$ cat config.mk
export PLATFORM = sky130hd
export DESIGN_NAME = fetch_unit
export DESIGN_NICKNAME = d
export VERILOG_FILES = /design/src/rtl/rv32_pkg.sv /design/src/rtl/fetch_fifo.sv /design/src/rtl/fetch_unit.sv
export SDC_FILE = /design/constraint.sdc
export NUM_CORES = 1
export LEC_CHECK = 0
export ABC_AREA = 1
export BUFFER_PORTS_ARGS = -buffer_cell sky130_fd_sc_hd__buf_2
export CAP_MARGIN = 20
export CORE_MARGIN = 10
export CORE_UTILIZATION = 52
export CTS_BUF_LIST = sky130_fd_sc_hd__clkbuf_8
export DETAILED_ROUTE_END_ITERATION = 10
export GPL_TIMING_DRIVEN = 0
export PLACE_DENSITY = 0.78
export SYNTH_ARGS = -nofsm -noshare
export SYNTH_HDL_FRONTEND = slang
export SYNTH_SLANG_ARGS = --single-unit
$ cat constraint.sdc
create_clock -name clk -period 5.78 [get_ports clk]
set_input_delay 0.867 -clock clk [delete_from_list [all_inputs] [get_ports clk]]
set_output_delay 0.867 -clock clk [all_outputs]
set_load 0.01 [all_outputs]
$ cat src/rtl/rv32_pkg.sv
// rtl/rv32_pkg.sv - shared RV32I constants, decode instType encoding and fetch types
package rv32_pkg;

    localparam logic [31:0] NOP_INST         = 32'h0000_0013;
    localparam logic [31:0] DEFAULT_RESET_PC = 32'h0000_0000;

    typedef enum logic [3:0] {
        LOAD  = 4'd0,
        IMM   = 4'd1,
        STORE = 4'd2,
        REG   = 4'd3,
        LUI   = 4'd4,
        AUIPC = 4'd5,
        BRNCH = 4'd6,
        JALR  = 4'd7,
        JAL   = 4'd8
    } inst_type_e;

    typedef enum logic {
        RUN   = 1'b0,
        FLUSH = 1'b1
    } fetch_state_e;

    typedef struct packed {
        logic [31:0] pc;
        logic [31:0] inst;
    } fetch_entry_t;

    function automatic logic [31:0] word_align(input logic [31:0] addr);
        return addr & ~32'd3;
    endfunction

endpackage

$ cat src/rtl/fetch_fifo.sv
// rtl/fetch_fifo.sv - synchronous {pc, inst} buffer with push, pop, clear and occupancy
module fetch_fifo
    import rv32_pkg::*;
#(
    parameter int DEPTH = 2
) (
    input  logic                         clk,
    input  logic                         rst,
    input  logic                         push,
    input  logic                         pop,
    input  logic                         clear,
    input  fetch_entry_t                 din,
    output fetch_entry_t                 head,
    output logic [$clog2(DEPTH+1)-1:0]   count,
    output logic                         empty,
    output logic                         full
);

    localparam int CW = $clog2(DEPTH + 1);
    localparam int PW = (DEPTH > 1) ? $clog2(DEPTH) : 1;

    fetch_entry_t  mem_q [DEPTH];
    fetch_entry_t  mem_d [DEPTH];
    logic [PW-1:0] rd_ptr_q, rd_ptr_d;
    logic [PW-1:0] wr_ptr_q, wr_ptr_d;
    logic [CW-1:0] count_q, count_d;
    logic          do_push, do_pop;

    // Pointers wrap explicitly so non-power-of-two depths work.
    function automatic logic [PW-1:0] ptr_inc(input logic [PW-1:0] p);
        return (p == PW'(DEPTH - 1)) ? '0 : p + PW'(1);
    endfunction

    always_comb begin
        do_pop   = pop && (count_q != '0);
        do_push  = push && ((count_q != CW'(DEPTH)) || do_pop);
        mem_d    = mem_q;
        rd_ptr_d = rd_ptr_q;
        wr_ptr_d = wr_ptr_q;
        count_d  = count_q;
        if (clear) begin
            rd_ptr_d = '0;
            wr_ptr_d = '0;
            count_d  = '0;
        end else begin
            if (do_push) begin
                mem_d[wr_ptr_q] = din;
                wr_ptr_d        = ptr_inc(wr_ptr_q);
            end
            if (do_pop) begin
                rd_ptr_d = ptr_inc(rd_ptr_q);
            end
            count_d = count_q + CW'(do_push) - CW'(do_pop);
        end
    end

    always_ff @(posedge clk) begin
        if (rst) begin
            rd_ptr_q <= '0;
            wr_ptr_q <= '0;
            count_q  <= '0;
        end else begin
            rd_ptr_q <= rd_ptr_d;
            wr_ptr_q <= wr_ptr_d;
            count_q  <= count_d;
        end
    end

    always_ff @(posedge clk) begin
        mem_q <= mem_d;
    end

    assign head  = mem_q[rd_ptr_q];
    assign count = count_q;
    assign empty = (count_q == '0);
    assign full  = (count_q == CW'(DEPTH));

endmodule

$ cat src/rtl/fetch_unit.sv
// rtl/fetch_unit.sv - RV32I fetch stage: PC, credit-limited imem requests, redirect flush
// FETCH_BYPASS_EN forwards a response straight to decode when the buffer is empty.
module fetch_unit
    import rv32_pkg::*;
#(
    parameter logic [31:0] RESET_PC   = DEFAULT_RESET_PC,
    parameter int          FIFO_DEPTH = 2
) (
    input  logic        clk,
    input  logic        rst,
    output logic        imem_req_valid,
    input  logic        imem_req_ready,
    output logic [31:0] imem_req_addr,
    input  logic        imem_rsp_valid,
    input  logic [31:0] imem_rsp_data,
    input  logic        redirect_valid,
    input  logic [31:0] redirect_pc,
    output logic        out_valid,
    input  logic        out_ready,
    output logic [31:0] out_inst,
    output logic [31:0] out_pc
);

    localparam int            CW      = $clog2(FIFO_DEPTH + 1);
    localparam logic [CW:0]   DEPTH_C = FIFO_DEPTH[CW:0];

    fetch_state_e  state_q, state_d;
    logic [31:0]   pc_q, pc_d;
    logic [31:0]   rsp_pc_q, rsp_pc_d;
    logic [CW-1:0] outstanding_q, outstanding_d;

    logic [CW-1:0] fifo_count;
    logic          fifo_empty, fifo_full, fifo_push, fifo_pop;
    fetch_entry_t  fifo_head, rsp_entry;
    logic          credit, req_fire, rsp_take, rsp_keep, bypass_hit;

    always_comb begin
        credit         = ({1'b0, outstanding_q} + {1'b0, fifo_count}) < DEPTH_C;
        imem_req_valid = !rst && (state_q == RUN) && credit;
        imem_req_addr  = pc_q;
        req_fire       = imem_req_valid && imem_req_ready;

        // A response with nothing outstanding belongs to a request issued before reset.
        rsp_take       = imem_rsp_valid && (outstanding_q != '0);
        rsp_keep       = rsp_take && (state_q == RUN) && !redirect_valid;
        rsp_entry.pc   = rsp_pc_q;
        rsp_entry.inst = imem_rsp_data;

`ifdef FETCH_BYPASS_EN
        bypass_hit = rsp_keep && fifo_empty;
`else
        bypass_hit = 1'b0;
`endif

        out_valid = !fifo_empty || bypass_hit;
        if (!fifo_empty) begin
            out_inst = fifo_head.inst;
            out_pc   = fifo_head.pc;
        end else if (bypass_hit) begin
            out_inst = rsp_entry.inst;
            out_pc   = rsp_entry.pc;
        end else begin
            out_inst = NOP_INST;
            out_pc   = '0;
        end

        fifo_pop  = !fifo_empty && out_ready;
        fifo_push = rsp_keep && !(bypass_hit && out_ready) && (!fifo_full || fifo_pop);

        outstanding_d = outstanding_q + CW'(req_fire) - CW'(rsp_take);

        pc_d     = pc_q;
        rsp_pc_d = rsp_pc_q;
        if (req_fire) begin
            pc_d = pc_q + 32'd4;
        end
        if (rsp_keep) begin
            rsp_pc_d = rsp_pc_q + 32'd4;
        end
        if (redirect_valid) begin
            pc_d     = word_align(redirect_pc);
            rsp_pc_d = word_align(redirect_pc);
        end

        // Stay in FLUSH until every request issued before the last redirect has returned.
        state_d = ((outstanding_d != '0) && (redirect_valid || (state_q == FLUSH))) ? FLUSH : RUN;
    end

    always_ff @(posedge clk) begin
        if (rst) begin
            state_q       <= RUN;
            pc_q          <= RESET_PC;
            rsp_pc_q      <= RESET_PC;
            outstanding_q <= '0;
        end else begin
            state_q       <= state_d;
            pc_q          <= pc_d;
            rsp_pc_q      <= rsp_pc_d;
            outstanding_q <= outstanding_d;
        end
    end

    fetch_fifo #(
        .DEPTH (FIFO_DEPTH)
    ) u_fifo (
        .clk   (clk),
        .rst   (rst),
        .push  (fifo_push),
        .pop   (fifo_pop),
        .clear (redirect_valid),
        .din   (rsp_entry),
        .head  (fifo_head),
        .count (fifo_count),
        .empty (fifo_empty),
        .full  (fifo_full)
    );

endmodule

### Yosys cells after proc, flatten, opt, wreduce, memory -nomap -nowiden

Cells that the tools add are included.

* add/sub/neg operators: 9
* multiply operators: 0
* divide/modulo/power cells: 0
* $lt $le $gt $ge: 4
* equality and inequality tests: 2
* shift operators: 0
* mux-type cells: 15
* bitwise operators: 4
* reductions and logical operators: 27

Operators with widths (count)
* two-way mux 64 bit: 4
* two-way mux 32 bit: 6
* bitwise mux 128 bit: 1
* adder 32 x 3 -> 32 bit (second input constant): 2
* demux 64 bit (select 1 bit): 1
* logical AND 1 bit: 12
* nonzero test 2 bit: 5
* adder 2 x 1 -> 2 bit: 2
* greater-or-equal comparator 2 bit (second input constant): 2
* zero test 1 bit: 4
* NOT 1 -> 2 bit: 2
* subtractor 2 x 1 -> 2 bit: 2
* adder 2 x 2 -> 3 bit: 1
* logical OR 1 bit: 3
* less-than comparator 3 x 2 -> 1 bit (second input constant): 1
* two-way mux 1 bit: 3
* adder 1 bit (second input constant): 2
* == test 2 bit (second input constant): 1
* zero test 2 bit: 1
* less-than comparator 2 x 1 -> 1 bit (second input constant): 1
* inequality test 2 bit (second input constant): 1
* NOT 1 bit: 2
* AND reduction 2 bit: 1
* OR reduction 2 bit: 1

* register bits after elaboration: 199
* bits in latches: 0
* RAM bits: 0
* memory bits (read-only): 0
* input bits: 70
* output and inout bits: 98
* word-level logic and storage cells: 74
* memories kept: 0

### Longest topological paths before layout

* word-level depth: 9
* depth in mapped cells: 13
* depth with buffers taken out: 13

### Hierarchy

A second synthesis with hierarchy kept.

* cell total of the unflattened synthesis: 1242
* area, all modules: 10013.4 µm²

By module, submodules not included
* fetch_unit: times used 1, cells an instance 875, area an instance 5083.6 µm²
* fetch_fifo: times used 1, cells an instance 367, area an instance 4929.7 µm²

### Least setup slack after synthesis

OpenSTA, ideal clock, no wires.

* kind: input -> register
* start: input port redirect_valid
* end: register u_fifo.mem_q[100] (netlist name) (enable)
* setup time: 559 ps
* data arrival time: 5599 ps
* data required time: 5221 ps
* path slack: -378 ps
* stages on the path: 5
* cells stage by stage: buf_2 inv_1 buf_2 nand2_1 nor3_1

* cells in the longest elaborated chain, start to end: 5

Ends and longest elaborated chain
* start, declared: RTL line fetch_unit.sv:16 `input logic redirect_valid,`
* zero test 1 bit: RTL line fetch_unit.sv:45 `rsp_keep = rsp_take && (state_q == RUN) && !redirect_valid;`
* logical AND 1 bit: RTL line fetch_unit.sv:45
* logical AND 1 bit: RTL line fetch_unit.sv:68 `fifo_push = rsp_keep && !(bypass_hit && out_ready) && (!fifo_full || fifo_pop);`
* logical AND 1 bit: RTL line fetch_fifo.sv:36 `do_push = push && ((count_q != CW'(DEPTH)) || do_pop);`
* AND reduction 2 bit (no line) (*)
* end signal, assigned: RTL line fetch_fifo.sv:70 `mem_q <= mem_d;`
* end, declared: RTL line fetch_fifo.sv:22 `fetch_entry_t mem_q [DEPTH];`

Mark *: on every way between the ends. The rest lies on a longest branch, timed or not.
A chain may end at the register's enable or synchronous reset.

### Worst setup path in the final report

* start: register u_fifo.count_q[1], in the netlist u_fifo.count[1]
* end: output port out_inst[0]

* cells in the longest elaborated chain, start to end: 2

Ends and longest elaborated chain
* start, declared: RTL line fetch_fifo.sv:26 `logic [CW-1:0] count_q, count_d;`
* start signal, assigned: RTL line fetch_fifo.sv:65 `count_q <= count_d;`
* zero test 2 bit: RTL line fetch_fifo.sv:75 `assign empty = (count_q == '0);`
* two-way mux 32 bit: RTL line fetch_unit.sv:56 `if (!fifo_empty) begin`
* end, declared: RTL line fetch_unit.sv:20 `output logic [31:0] out_inst,`

Every way passes these cells.

==> impl_metrics.tcl <==
set metrics [dict create \
    placedCellCount 1496 \
    fp.dieH_um 153 \
    period_minus_slack_ps 3040 \
    worst_pin_slew_ps 861 \
    power.switching_fraction_pct 30.1 \
    max_stage_delay_ps 540 \
    crit_path_end_kind "output pin" \
    skew_ps 13.7 \
    crit-reg2reg-launch "outstanding_q[1]$_SDFF_PP0_" \
    arrival_ps 2170 \
    cp_data_required_time_ps 4910 \
    track_usage_pct 21.0 \
    maxCapViolations 0 \
    syn_inst 1105 \
    die_area_sq_um 23300 \
    setup_viol 0 \
    drive_gt1_share_pct 18.0 \
    finalWirelength_um 25100 \
    power_frac_seq_pct 53.5 \
    portBuffers 159 \
    grt_pass1_wl_um 40100 \
    p_int_uw 2150 \
    cts_sinks 191 \
    ir_drop_v 0.000165 \
    power_density_nw_per_um2 286 \
    fin_tns_setup_ps 0 \
    clk_latency_ps 470 \
    start_util_pct 53.0 \
    yosysWarningCount 0 \
    die_w_um 153 \
    maxSlewHeadroom_pct 42.4 \
    vias_per_cell 5.35 \
    drt_iter0_drc 715 \
    cts.path.max_buffers 2 \
    area_delta_synth_final_pct 17.5 \
    syn_area_sq_um 9160 \
    preCtsSetupSlack_ps 2580 \
    crit_path_max_fanout 10 \
    ys_types 37 \
    root_buffer "clkbuf_8" \
    startpoint_type "flip-flop" \
    drv_slew 0 \
    fmax_mhz 329 \
    via_count 8173 \
    core_sq_um 17300 \
    fin_nets 1367 \
    grt_max_degree 37 \
    crit_family "buffers and inverters" \
    min_from "rsp_pc_q[31]$_SDFFE_PP0P_" \
    hold_viol_final 0 \
    synth-edff-count 124 \
    ios 168 \
    power_switching_uw 924 \
    final_cells 1528 \
    synth-seq-cells 191 \
    first_pass_iters 6 \
    cts_hold_buf 0 \
    std_cell_rows 48 \
    power_frac_comb_pct 16.9 \
    cts_resized 0 \
    path_cells "nor2_1 > clkbuf_1 > inv_1 > nand3_1 > buf_2" \
    grt-ovfl-total 0 \
    timing.critical_path.buf_inv 3 \
    critPathKind "flip-flop to output pin" \
    rsz0062_at_grt "no" \
    remaining_drc_errors 0 \
    crit_start "u_fifo.count[1]$_SDFF_PP0_" \
    setup_ws_ps 2740 \
    numCtsBuffers 17 \
    ys_seq_area_share_pct 55.3 \
    synth_area_per_cell_sq_um 8.29 \
    h-tree-depth 4 \
    ant_nets 0 \
    clock_power_share_pct 29.6 \
    async_reset_ff_share_pct 0 \
    leakagePower_uw 0.00450 \
    antenna_found_initial 0 \
    clk_pin_slew_ps 100 \
    cpMaxStageDelayCell "nor2_1" \
    wl_per_cell_um 16.4 \
    hp-class "flip-flop to flip-flop" \
    cts_setup_buffers 0 \
    synthFlopType "edfxtp_1" \
    cts_tree "done" \
    run_status "finished, final reports clean" \
    gp_congestion 0.995 \
    diodes 0 \
    period_share_pct 52.6 \
    grt_pass1_vias 7824 \
    dp_hpwl_um 18900 \
]
worst register-to-register path, stage by stage (launching register included):
cell and delay [ps]:
dfxtp_1 420, nor2_2 90, nor3_4 400, inv_4 110, nor3_4 670, buf_8 260
buf_16 170, buf_16 180
flip-flops by register name, summed over array words and instances, names as in the netlist:
| signal | flops |
|---|---|
| u_fifo.wr_ptr_q | 1 |
| rsp_pc_q | 30 |
| u_fifo.rd_ptr_q | 1 |
| state_q | 1 |
| outstanding_q | 2 |
| u_fifo.count | 2 |
| imem_req_addr | 30 |
| u_fifo.mem_q | 124 |
per-layer routing:
layer	up-vias	part of all wire, %	GRT usage (%)
met4	0	1.1	6.18
met3	23	11	5.25
met5	-	0	0
met2	397	47	34.2
met1	3742	41	27.0
li1	4011	-	-
power groups by stage:
stage | registers, uW | logic [uW] | clock network (uW)
floorplan | 1670 | 313 | 0
global placement | 1680 | 479 | 0
detailed placement | 1670 | 516 | 0
CTS | 1640 | 519 | 921
global route | 1660 | 582 | 978
finish | 1650 | 519 | 910
through the flow:
step / total power (uW) / cell area (sq um) / utilization, % / hold slack, ps
3_5_place_dp: 2190 / 10400 / 59.9 / 512
4_1_cts: 3080 / 10800 / 62.2 / 526
6_report: 3080 / 10800 / 62.2 / 522
2_1_floorplan: 1980 / 9180 / - / 442
3_3_place_gp: 2160 / 10300 / 59.3 / 495
5_1_grt: 3220 / 10800 / 62.2 / 542
synth_stat cells, types with 11 or more instances:
library cell	n	area, sq um
nor2_1	97	364
nand2_1	340	1280
dfxtp_1	67	1340
edfxtp_1	124	3720
inv_1	96	360
clkbuf_1	27	101
nand3_1	82	410
xor2_1	11	96.3
o21ai_0	47	235
a21oi_1	123	616
worst paths after layout:
| kind | end | slack (ps) | depth (start not counted) |
|---|---|---|---|
| worst min register to register | u_fifo.mem_q[63]$_DFFE_PP_ | 520 | 0 |
| worst max-delay path | out_inst[0] | 2740 | 5 |
| worst min-delay path | u_fifo.mem_q[63]$_DFFE_PP_ | 520 | 0 |
| worst max register to register | u_fifo.mem_q[74]$_DFFE_PP_ | 3210 | 7 |
logic make-up (layout without fill, tap and decap cells):
group / count (synthesis) / count (layout) / share of synthesized area (%)
simple gates: 552 / 552 / 24.8
compound gates: 192 / 192 / 10.9
fa+ha+maj: 7 / 7 / 1.04
flops: 191 / 191 / 55.3
buf+inv: 149 / 344 / 6.73
other cells: 1 / 4 / 0.0409
xor+xnor: 13 / 13 / 1.24
cell usage in the layout (no fill, tap or decap), types with 8 or more instances in the layout:
| cell | n |
|---|---|
| a21oi_1 | 123 |
| a31oi_1 | 8 |
| buf_2 | 167 |
| buf_4 | 8 |
| clkbuf_1 | 27 |
| clkbuf_8 | 17 |
| dfxtp_1 | 67 |
| edfxtp_1 | 124 |
| inv_1 | 95 |
| nand2_1 | 340 |
| nand3_1 | 82 |
| nor2_1 | 97 |
| o21ai_0 | 47 |
| xor2_1 | 11 |
final cells by class:
class | count | area (sq um)
well taps | 225 | 282
plain buffers | 49 | 239
clock inverters | 15 | 175
flip-flops and latches | 191 | 5060
clock buffers | 17 | 234
multi-input cells | 768 | 3500
fillers | 1453 | 6540
repair buffers | 163 | 886
inverters | 100 | 378
Power figures use the tool's default switching activity.
